[config.mk]
export PLATFORM = sky130hd
export DESIGN_NAME = clk_div_multi
export DESIGN_NICKNAME = d
export VERILOG_FILES = /design/src/rtl/clk_div_pkg.sv /design/src/rtl/clk_div_ch.sv /design/src/rtl/clk_div_multi.sv
export SDC_FILE = /design/constraint.sdc
export NUM_CORES = 1
export LEC_CHECK = 0
export CELL_PAD_IN_SITES_DETAIL_PLACEMENT = 1
export CELL_PAD_IN_SITES_GLOBAL_PLACEMENT = 1
export CORE_UTILIZATION = 40
export DETAILED_ROUTE_END_ITERATION = 10
export PLACE_DENSITY = 0.66
export SLEW_MARGIN = 20
export SYNTH_ARGS = -nofsm -noshare
export SYNTH_HDL_FRONTEND = slang
export SYNTH_SLANG_ARGS = --single-unit
[constraint.sdc]
create_clock -name clk -period 3.1 [get_ports clk]
set_clock_uncertainty 0.05 [all_clocks]
set_input_delay 0.31 -clock clk [delete_from_list [all_inputs] [get_ports clk]]
set_output_delay 0.31 -clock clk [all_outputs]
set_load 0.05 [all_outputs]
[src/rtl/clk_div_pkg.sv]
// Shared mode encoding, reset divide ratio and divide-ratio clamp for clk_div_multi.
package clk_div_pkg;

  typedef enum logic {
    MODE_TICK   = 1'b0,
    MODE_SQUARE = 1'b1
  } mode_e;

  localparam logic [15:0] DEF_DIV = 16'd50000;

  // A tick needs at least one cycle per period; a square wave needs one high and one low cycle.
  function automatic logic [31:0] clamp_div(input logic [31:0] div, input mode_e mode);
    logic [31:0] lo;
    lo = (mode == MODE_SQUARE) ? 32'd2 : 32'd1;
    return (div < lo) ? lo : div;
  endfunction

endpackage

[src/rtl/clk_div_ch.sv]
// One divider channel: shadow/active ratio registers, period counter, tick and square outputs.
module clk_div_ch
  import clk_div_pkg::*;
#(
  parameter int unsigned      CNT_W   = 16,
  parameter logic [CNT_W-1:0] DEF_DIV = '1
) (
  input  logic             clk,
  input  logic             rst_n,
  input  logic             en,
  input  logic             sync,
  input  logic             wr,
  input  logic [CNT_W-1:0] div,
  input  logic             mode,
  output logic             tick,
  output logic             clk_out
);

  logic [CNT_W-1:0] sh_div;
  logic [CNT_W-1:0] sh_div_nxt;
  logic [CNT_W-1:0] act_div;
  logic [CNT_W-1:0] cnt;
  mode_e            sh_mode;
  mode_e            sh_mode_nxt;
  mode_e            act_mode;
  logic             wrap;
  logic [CNT_W:0]   half;

  // Shadow value as it will be after this edge, so a same-cycle write reaches the active copy.
  always_comb begin
    sh_div_nxt  = sh_div;
    sh_mode_nxt = sh_mode;
    if (wr) begin
      sh_mode_nxt = mode_e'(mode);
      sh_div_nxt  = CNT_W'(clamp_div(32'(div), mode_e'(mode)));
    end
  end

  // Last count of the period and the high-phase length ceil(D/2).
  always_comb begin
    wrap = (cnt == act_div - 1'b1);
    half = ({1'b0, act_div} + 1'b1) >> 1;
  end

  // Counter, ratio update at period boundary (or at once when idle/synced), registered outputs.
  always_ff @(posedge clk or negedge rst_n) begin
    if (!rst_n) begin
      sh_div   <= DEF_DIV;
      sh_mode  <= MODE_TICK;
      act_div  <= DEF_DIV;
      act_mode <= MODE_TICK;
      cnt      <= '0;
      tick     <= 1'b0;
      clk_out  <= 1'b0;
    end else begin
      sh_div  <= sh_div_nxt;
      sh_mode <= sh_mode_nxt;
      if (sync || !en) begin
        cnt      <= '0;
        act_div  <= sh_div_nxt;
        act_mode <= sh_mode_nxt;
        tick     <= 1'b0;
        clk_out  <= 1'b0;
      end else begin
        tick    <= (act_mode == MODE_TICK) && wrap;
        clk_out <= (act_mode == MODE_SQUARE) && ({1'b0, cnt} < half);
        if (wrap) begin
          cnt      <= '0;
          act_div  <= sh_div_nxt;
          act_mode <= sh_mode_nxt;
        end else begin
          cnt <= cnt + 1'b1;
        end
      end
    end
  end

endmodule

[src/rtl/clk_div_multi.sv]
// Multi-channel clock-enable / square-wave generator: config decode, handshake, channel array.
module clk_div_multi
  import clk_div_pkg::*;
#(
  parameter int unsigned      N_CH    = 4,
  parameter int unsigned      CNT_W   = 16,
  parameter logic [CNT_W-1:0] DEF_DIV = CNT_W'(clk_div_pkg::DEF_DIV),
  localparam int unsigned     CH_W    = (N_CH > 1) ? $clog2(N_CH) : 1
) (
  input  logic             clk,
  input  logic             rst_n,
  input  logic [N_CH-1:0]  ch_en,
  input  logic             sync,
  input  logic             cfg_wr,
  input  logic [CH_W-1:0]  cfg_ch,
  input  logic [CNT_W-1:0] cfg_div,
  input  logic             cfg_mode,
  output logic             cfg_ack,
  output logic             cfg_err,
  output logic [N_CH-1:0]  tick,
  output logic [N_CH-1:0]  clk_out
);

  logic            in_range;
  logic [N_CH-1:0] wr_vec;

  // Address range check and one-hot write strobe per channel.
  always_comb begin
    in_range = (32'(cfg_ch) < N_CH);
    wr_vec   = '0;
    for (int unsigned i = 0; i < N_CH; i++) begin
      if (cfg_wr && in_range && (32'(cfg_ch) == i)) wr_vec[i] = 1'b1;
    end
  end

  // Write acknowledge / error pulses, one cycle after the strobe.
  always_ff @(posedge clk or negedge rst_n) begin
    if (!rst_n) begin
      cfg_ack <= 1'b0;
      cfg_err <= 1'b0;
    end else begin
      cfg_ack <= cfg_wr && in_range;
      cfg_err <= cfg_wr && !in_range;
    end
  end

  for (genvar g = 0; g < N_CH; g++) begin : g_ch
    clk_div_ch #(
      .CNT_W   (CNT_W),
      .DEF_DIV (DEF_DIV)
    ) u_ch (
      .clk     (clk),
      .rst_n   (rst_n),
      .en      (ch_en[g]),
      .sync    (sync),
      .wr      (wr_vec[g]),
      .div     (cfg_div),
      .mode    (cfg_mode),
      .tick    (tick[g]),
      .clk_out (clk_out[g])
    );
  end

endmodule
==> summary.txt, run 1 <==
fraction of registers with async set/reset -> 100%
Crit Path Class -> reg2reg
Metal-1 WL -> 15500 um
Slew headroom -> 55.6%
multi-input combinational cell area -> 7200 um^2
mux cell area share after synthesis -> 11.6%
final WL -> 33400 um
Tot GR Track Use -> 20.9%
Pwr Density -> 585 nW/um^2
clock root cell -> clkbuf_16
largest family of logic cells by synthesized area -> simple AND/OR/NAND/NOR gates
DRT antenna net count -> 0
Synth top area share -> 31.1%
register area share after synthesis -> 40.8%
nets@finish -> 1436
CP startpoint kind -> flop
Filler cells -> 3521
Avg Cell Area, Syn -> 10.1 um^2
DR pass1 iterations -> 6
Clock transition at path regs -> 0.06 ns
yosys synthesis warning count -> 0
RSZ-0062 raised after global routing -> true
CP peak stage delay -> 0.63 ns
commonest non-fill, non-tap cell in the layout -> dfrtp_1
cell taking the most area after synthesis -> dfrtp_1
# setup viols final -> 0
die area -> 33100 um^2
DR iter-0 viols -> 362
EDFF count, synth -> 0
Slowest cell on crit path -> or4_1
critical path peak fanout -> 18
flop-to-flop setup slack -> 0.12 ns
Worst IR Drop VDD -> 0.392 mV
simple-gate share of the synthesized area -> 17.7%
worst slew pin tran -> 0.666 ns
clock sink count -> 209
vias -> 9550
R2R cell count -> 8
Core ar. -> 31700 um^2
vias in the first global route -> 10291
initial antenna violation count -> 3
DR WL/cell -> 19.0 um
Synthesized Nets -> 1380
Final Cell Area -> 15000 um^2
Initial Util -> 40.9%
Critical Path RT -> 3.47 ns
GR Overflow Total -> 0
Critical Path AT -> 3.35 ns
share of cells above drive strength 1 -> 22.3%
final-report max-slew violation count -> 0
TNS Setup -> 0 ns
CTS Buf Count -> 25
top sig layer -> met5
part of the cycle the worst path needs -> 96.1%
CTS max path bufs -> 3
Cells after Synth -> 1280
Critical Path, Cell by Cell -> or4_1 > nor3_2 > nand2_1 > o211a_1 > o31ai_1 > a41o_1 > buf_12 > mux2_2
Post-DP Area -> 14000 um^2
WL met3 -> 794 um
worst min path class -> in2async
DRC Markers -> 0
via/cell ratio -> 5.43
Layout area overhead -> 15.8%
xor/xnor share of the synthesized area -> 13.0%
max cap viols -> 0
Hold Fails Final Rpt -> 0
CTS tree -> built
complex-gate fraction of the synthesized area -> 5.71%
outcome -> complete, no violations
Worst R2R End -> g_ch[3].u_ch.act_div[3]
P_leak -> 6.31 nW
CTS H-Tree Depth -> 1
die width -> 182 um
crit end category -> flop
dpl hpwl -> 25100 um
met2 routed WL -> 16200 um
IO buf count -> 35
area share of fa/ha/maj cells after synthesis -> 7.04%
most frequent cells in the layout -> dfrtp_1 (157), nor2_1 (129), mux2_2 (100), xnor2_1 (98), xor2_1 (95)
Synth Register Bits -> 209
leading post-synthesis cells by cell area -> dfrtp_1 (31%), dfstp_2 (9.7%), mux2_2 (8.7%), ha_1 (7.0%), xnor2_1 (6.6%)
Peak Freq -> 336 MHz
cell family with most CP delay -> simple AND/OR/NAND/NOR gates
cell area after synthesis -> 13000 um^2
commonest register cell after synthesis -> dfrtp_1
die height -> 182 um
launch point of the worst reg-to-reg path -> g_ch[3].u_ch.act_div[4]
post-layout min period -> 2.98 ns
# rows -> 65
synth unique cells -> 66
largest net degree at the start of global routing -> 84
WP buf/inv -> 1
storage element area -> 5300 um^2
later-pin clock latency in the skew report -> 0.54 ns
Top Ports -> 37
gpl congestion -> 0.828
first-pass GRT wire length -> 55400 um
synth_stat cells (all sizes together), types with 31 or more instances:
| library cell | count |
|---|---|
| clkbuf | 50 |
| mux2 | 128 |
| dfrtp | 161 |
| nor2 | 131 |
| buf | 35 |
| xor2 | 95 |
| ha | 73 |
| nand3 | 74 |
| nor3 | 36 |
| xnor2 | 98 |
| o21ai | 31 |
| dfstp | 48 |
| nand2 | 66 |
layer usage:
metal	up-vias	GRT usage [%]
li1	4542	-
met1	4863	27.7
met2	90	35.9
met3	53	2.55
met4	2	5.75
met5	-	0
repair_timing:
action,CTS,global route
setup endpoints to repair,1,45
resized for setup,1,19
pin swaps,0,5
setup buffers,0,2
cloned,0,1
hold endpoints to repair,61,0
hold buffers,1,0
logic make-up after synthesis:
logic type | Yosys count
AOI/OAI and AO/OA | 113
buffers and inverters | 110
xor gates and xnor gates | 193
adders and majority gates | 73
DFF | 209
and+or+nand+nor | 447
muxes | 134
other | 1
worst max path at each step:
stage | depth (start not counted) | startpoint | endpoint | slack, ns
3_3_place_gp | 8 | cfg_div[10] | g_ch[3].u_ch.act_div[0] | 0.09
5_1_grt | 9 | g_ch[0].u_ch.act_div[3] | g_ch[0].u_ch.act_div[3] | -0.03
4_1_cts | 10 | g_ch[2].u_ch.act_div[0] | g_ch[2].u_ch.act_div[10] | 0.05
2_1_floorplan | 11 | g_ch[2].u_ch.act_div[0] | g_ch[2].u_ch.act_div[10] | 0.1
6_report | 8 | g_ch[3].u_ch.act_div[4] | g_ch[3].u_ch.act_div[3] | 0.12
3_5_place_dp | 10 | g_ch[2].u_ch.act_div[0] | g_ch[2].u_ch.act_div[10] | 0.03
cell type report:
class / instances / area share (%)
inverter: 25 / 0.625
timing repair buffer: 114 / 7.03
clock inverter: 14 / 1.11
tap: 402 / 3.35
sequential: 209 / 35.3
antenna: 1 / 0.0167
clock buffer: 32 / 4.61
multi-input combinational: 961 / 48.0
registers in the layout (all words and copies together) (netlist names):
| name | flops |
|---|---|
| g_ch.u_ch.act_div | 64 |
| g_ch.u_ch.cnt | 64 |
| g_ch.u_ch.sh_div | 64 |
| g_ch.u_ch.act_mode | 4 |
| g_ch.u_ch.clk_out | 4 |
| g_ch.u_ch.sh_mode | 4 |
| g_ch.u_ch.tick | 4 |
| cfg_ack | 1 |
power by group:
group / internal [mW] / total, mW / switching [mW]
Sequential: 3.19 / 3.53 / 0.340
Clock: 1.83 / 3.04 / 1.21
Combinational: 1.05 / 2.21 / 1.16
Total: 6.08 / 8.78 / 2.70
through the flow:
step	cells	power (mW)	hold WS [ns]	util, %	setup slack (ns)
detailed placement	1707	5.76	0.311	44.2	0.0254
floorplan	1280	5.03	-0.0356	-	0.0953
CTS	1754	8.87	0.336	47.0	0.0472
finish	1758	8.78	0.307	47.3	0.120
global route	1758	9.27	0.347	47.3	-0.0309
global placement	1707	5.67	0.302	44.2	0.0880
(Power assumes the default switching activity.)
==> run 2: changes to the inputs <==
--- a/config.mk
+++ b/config.mk
@@ -9,7 +9,9 @@
 export CELL_PAD_IN_SITES_GLOBAL_PLACEMENT = 1
 export CORE_UTILIZATION = 40
 export DETAILED_ROUTE_END_ITERATION = 10
+export MAX_ROUTING_LAYER = met4
 export PLACE_DENSITY = 0.66
+export SETUP_SLACK_MARGIN = 0.15
 export SLEW_MARGIN = 20
 export SYNTH_ARGS = -nofsm -noshare
 export SYNTH_HDL_FRONTEND = slang
==> summary.txt, run 2 (same netlist as run 1, synthesis figures left out) <==
Final Cell Area -> 15400 um^2
vias in the first global route -> 10012
Hold Fails Final Rpt -> 0
Post-DP Area -> 14000 um^2
flop-to-flop setup slack -> 0.14 ns
Clock power frac -> 34.7%
Pwr Density -> 585 nW/um^2
DR pass1 iterations -> 4
DR WL/cell -> 18.8 um
Critical Path RT -> 3.47 ns
dpl hpwl -> 23700 um
# rows -> 65
Setup WS post-layout -> 0.139 ns
most frequent cells in the layout -> dfrtp_1 (156), nor2_1 (118), xnor2_1 (98), mux2_2 (96), xor2_1 (95)
combinational group share of total power -> 25.4%
Top Ports -> 37
antenna diode count -> 0
commonest non-fill, non-tap cell in the layout -> dfrtp_1
gpl congestion -> 0.823
Worst IR Drop VDD -> 0.411 mV
die height -> 182 um
IO buf count -> 35
vias -> 9467
Worst R2R End -> g_ch[2].u_ch.act_div[2]
Overall Power -> 9.01 mW
Initial Util -> 40.9%
die area -> 33100 um^2
CTS Buf Count -> 25
Slew headroom -> 62.1%
worst min path class -> in2async
nets@finish -> 1455
die width -> 182 um
Clock transition at path regs -> 0.06 ns
launch point of the worst reg-to-reg path -> g_ch[2].u_ch.act_div[1]
RSZ-0062 raised after global routing -> true
worst slew pin tran -> 0.568 ns
R2R cell count -> 11
final-report max-slew violation count -> 0
P_leak -> 6.52 nW
GR Overflow Total -> 0
Layout area overhead -> 18.9%
Regs by FF count -> g_ch.u_ch.act_div: 64 flops, g_ch.u_ch.cnt: 64 flops, g_ch.u_ch.sh_div: 64 flops
crit end category -> flop
final WL -> 33200 um
post-layout min period -> 2.96 ns
first-pass GRT wire length -> 54100 um
Critical Path AT -> 3.33 ns
Crit Path Class -> reg2reg
CTS max path bufs -> 3
CTS H-Tree Depth -> 1
clock root cell -> clkbuf_16
Filler cells -> 3452
Core ar. -> 31700 um^2
max cap viols -> 0
critical path peak fanout -> 4
initial antenna violation count -> 0
part of the cycle the worst path needs -> 95.5%
Psw -> 2.72 mW
CTS tree -> built
sw frac -> 30.2%
Peak Freq -> 338 MHz
CP startpoint kind -> flop
share of power burned in registers -> 39.9%
via/cell ratio -> 5.34
DRT antenna net count -> 0
largest net degree at the start of global routing -> 78
Internal -> 6.29 mW
share of cells above drive strength 1 -> 26.0%
DR iter-0 viols -> 237
later-pin clock latency in the skew report -> 0.54 ns
Hold Slack -> 0.239 ns
clock sink count -> 209
Tot GR Track Use -> 21.1%
outcome -> complete, no violations
# setup viols final -> 0
DRC Markers -> 0
Place WS -> -0.109 ns
-- run 2: cell count changes in the layout (fill, tap and decap cells not counted), sizes merged --
cell / change
buf: +18
diode: -1
clkbuf: +1
clkinvlp: -6
bufinv: +2
-- run 2: cell type report --
class | instances | area (um^2) | share of cell area [%]
flip-flops and latches | 209 | 5300 | 34.4
inverters | 25 | 93.8 | 0.609
well taps | 402 | 503 | 3.26
multi-input cells | 961 | 7430 | 48.2
repair buffers | 133 | 1220 | 7.93
clock buffers | 32 | 682 | 4.42
clock inverters | 10 | 181 | 1.18
-- run 2: through the flow --
stage / cells / utilization, % / TNS (ns)
finish: 1772 / 48.6 / 0
global placement: 1702 / 44.1 / -0.759
floorplan: 1280 / - / 0
detailed placement: 1702 / 44.1 / -1.52
CTS: 1751 / 47.3 / 0
global route: 1772 / 48.6 / -0.0733
-- run 2: worst max path at each step --
stage,from,endpoint,slack [ns],depth (start not counted)
final,g_ch[2].u_ch.act_div[1],g_ch[2].u_ch.act_div[2],0.14,11
after floorplan,g_ch[2].u_ch.act_div[0],g_ch[2].u_ch.act_div[10],0.20,11
after global routing,g_ch[2].u_ch.act_div[0],g_ch[2].u_ch.act_div[2],-0.02,11
after detailed placement,g_ch[3].u_ch.act_div[4],g_ch[3].u_ch.act_div[10],-0.11,7
after CTS,g_ch[2].u_ch.act_div[0],g_ch[2].u_ch.act_div[12],0.13,10
after global placement,g_ch[3].u_ch.act_div[4],g_ch[3].u_ch.act_div[3],-0.06,7
-- run 2: power groups by stage --
stage / Combinational [mW] / Clock [mW] / Sequential (mW)
finish: 2.29 / 3.13 / 3.60
global route: 2.54 / 3.31 / 3.66
detailed placement: 2.09 / 0 / 3.63
floorplan: 1.68 / 0 / 3.36
CTS: 2.15 / 3.21 / 3.59
global placement: 2.02 / 0 / 3.60
-- run 2: what timing repair did --
action / in CTS / in global routing
pin swaps: 5 / 11
gates cloned: 2 / 2
hold endpoints to repair: 42 / 0
buffers inserted: 4 / 20
hold buffers: 1 / 0
endpoints found under the setup margin: 67 / 87
gates resized for setup: 16 / 63
-- run 2: metal layers --
layer,global-route usage (%),up-vias,share of wire (%)
met4,7.39,0,3.9
met3,2.07,61,2.3
met5,-,-,0
li1,-,4588,-
met2,34.7,97,48
met1,27.1,4721,46
-- run 2: critical path, cell delays in order, from the launching register on --
cell	delay, ns
dfrtp_1	0.38
inv_2	0.07
ha_4	0.14
or3b_4	0.41
nor4_4	0.34
mux2_4	0.22
mux2i_1	0.06
o21a_1	0.23
o31ai_4	0.33
buf_6	0.17
clkbuf_16	0.15
mux2_4	0.29
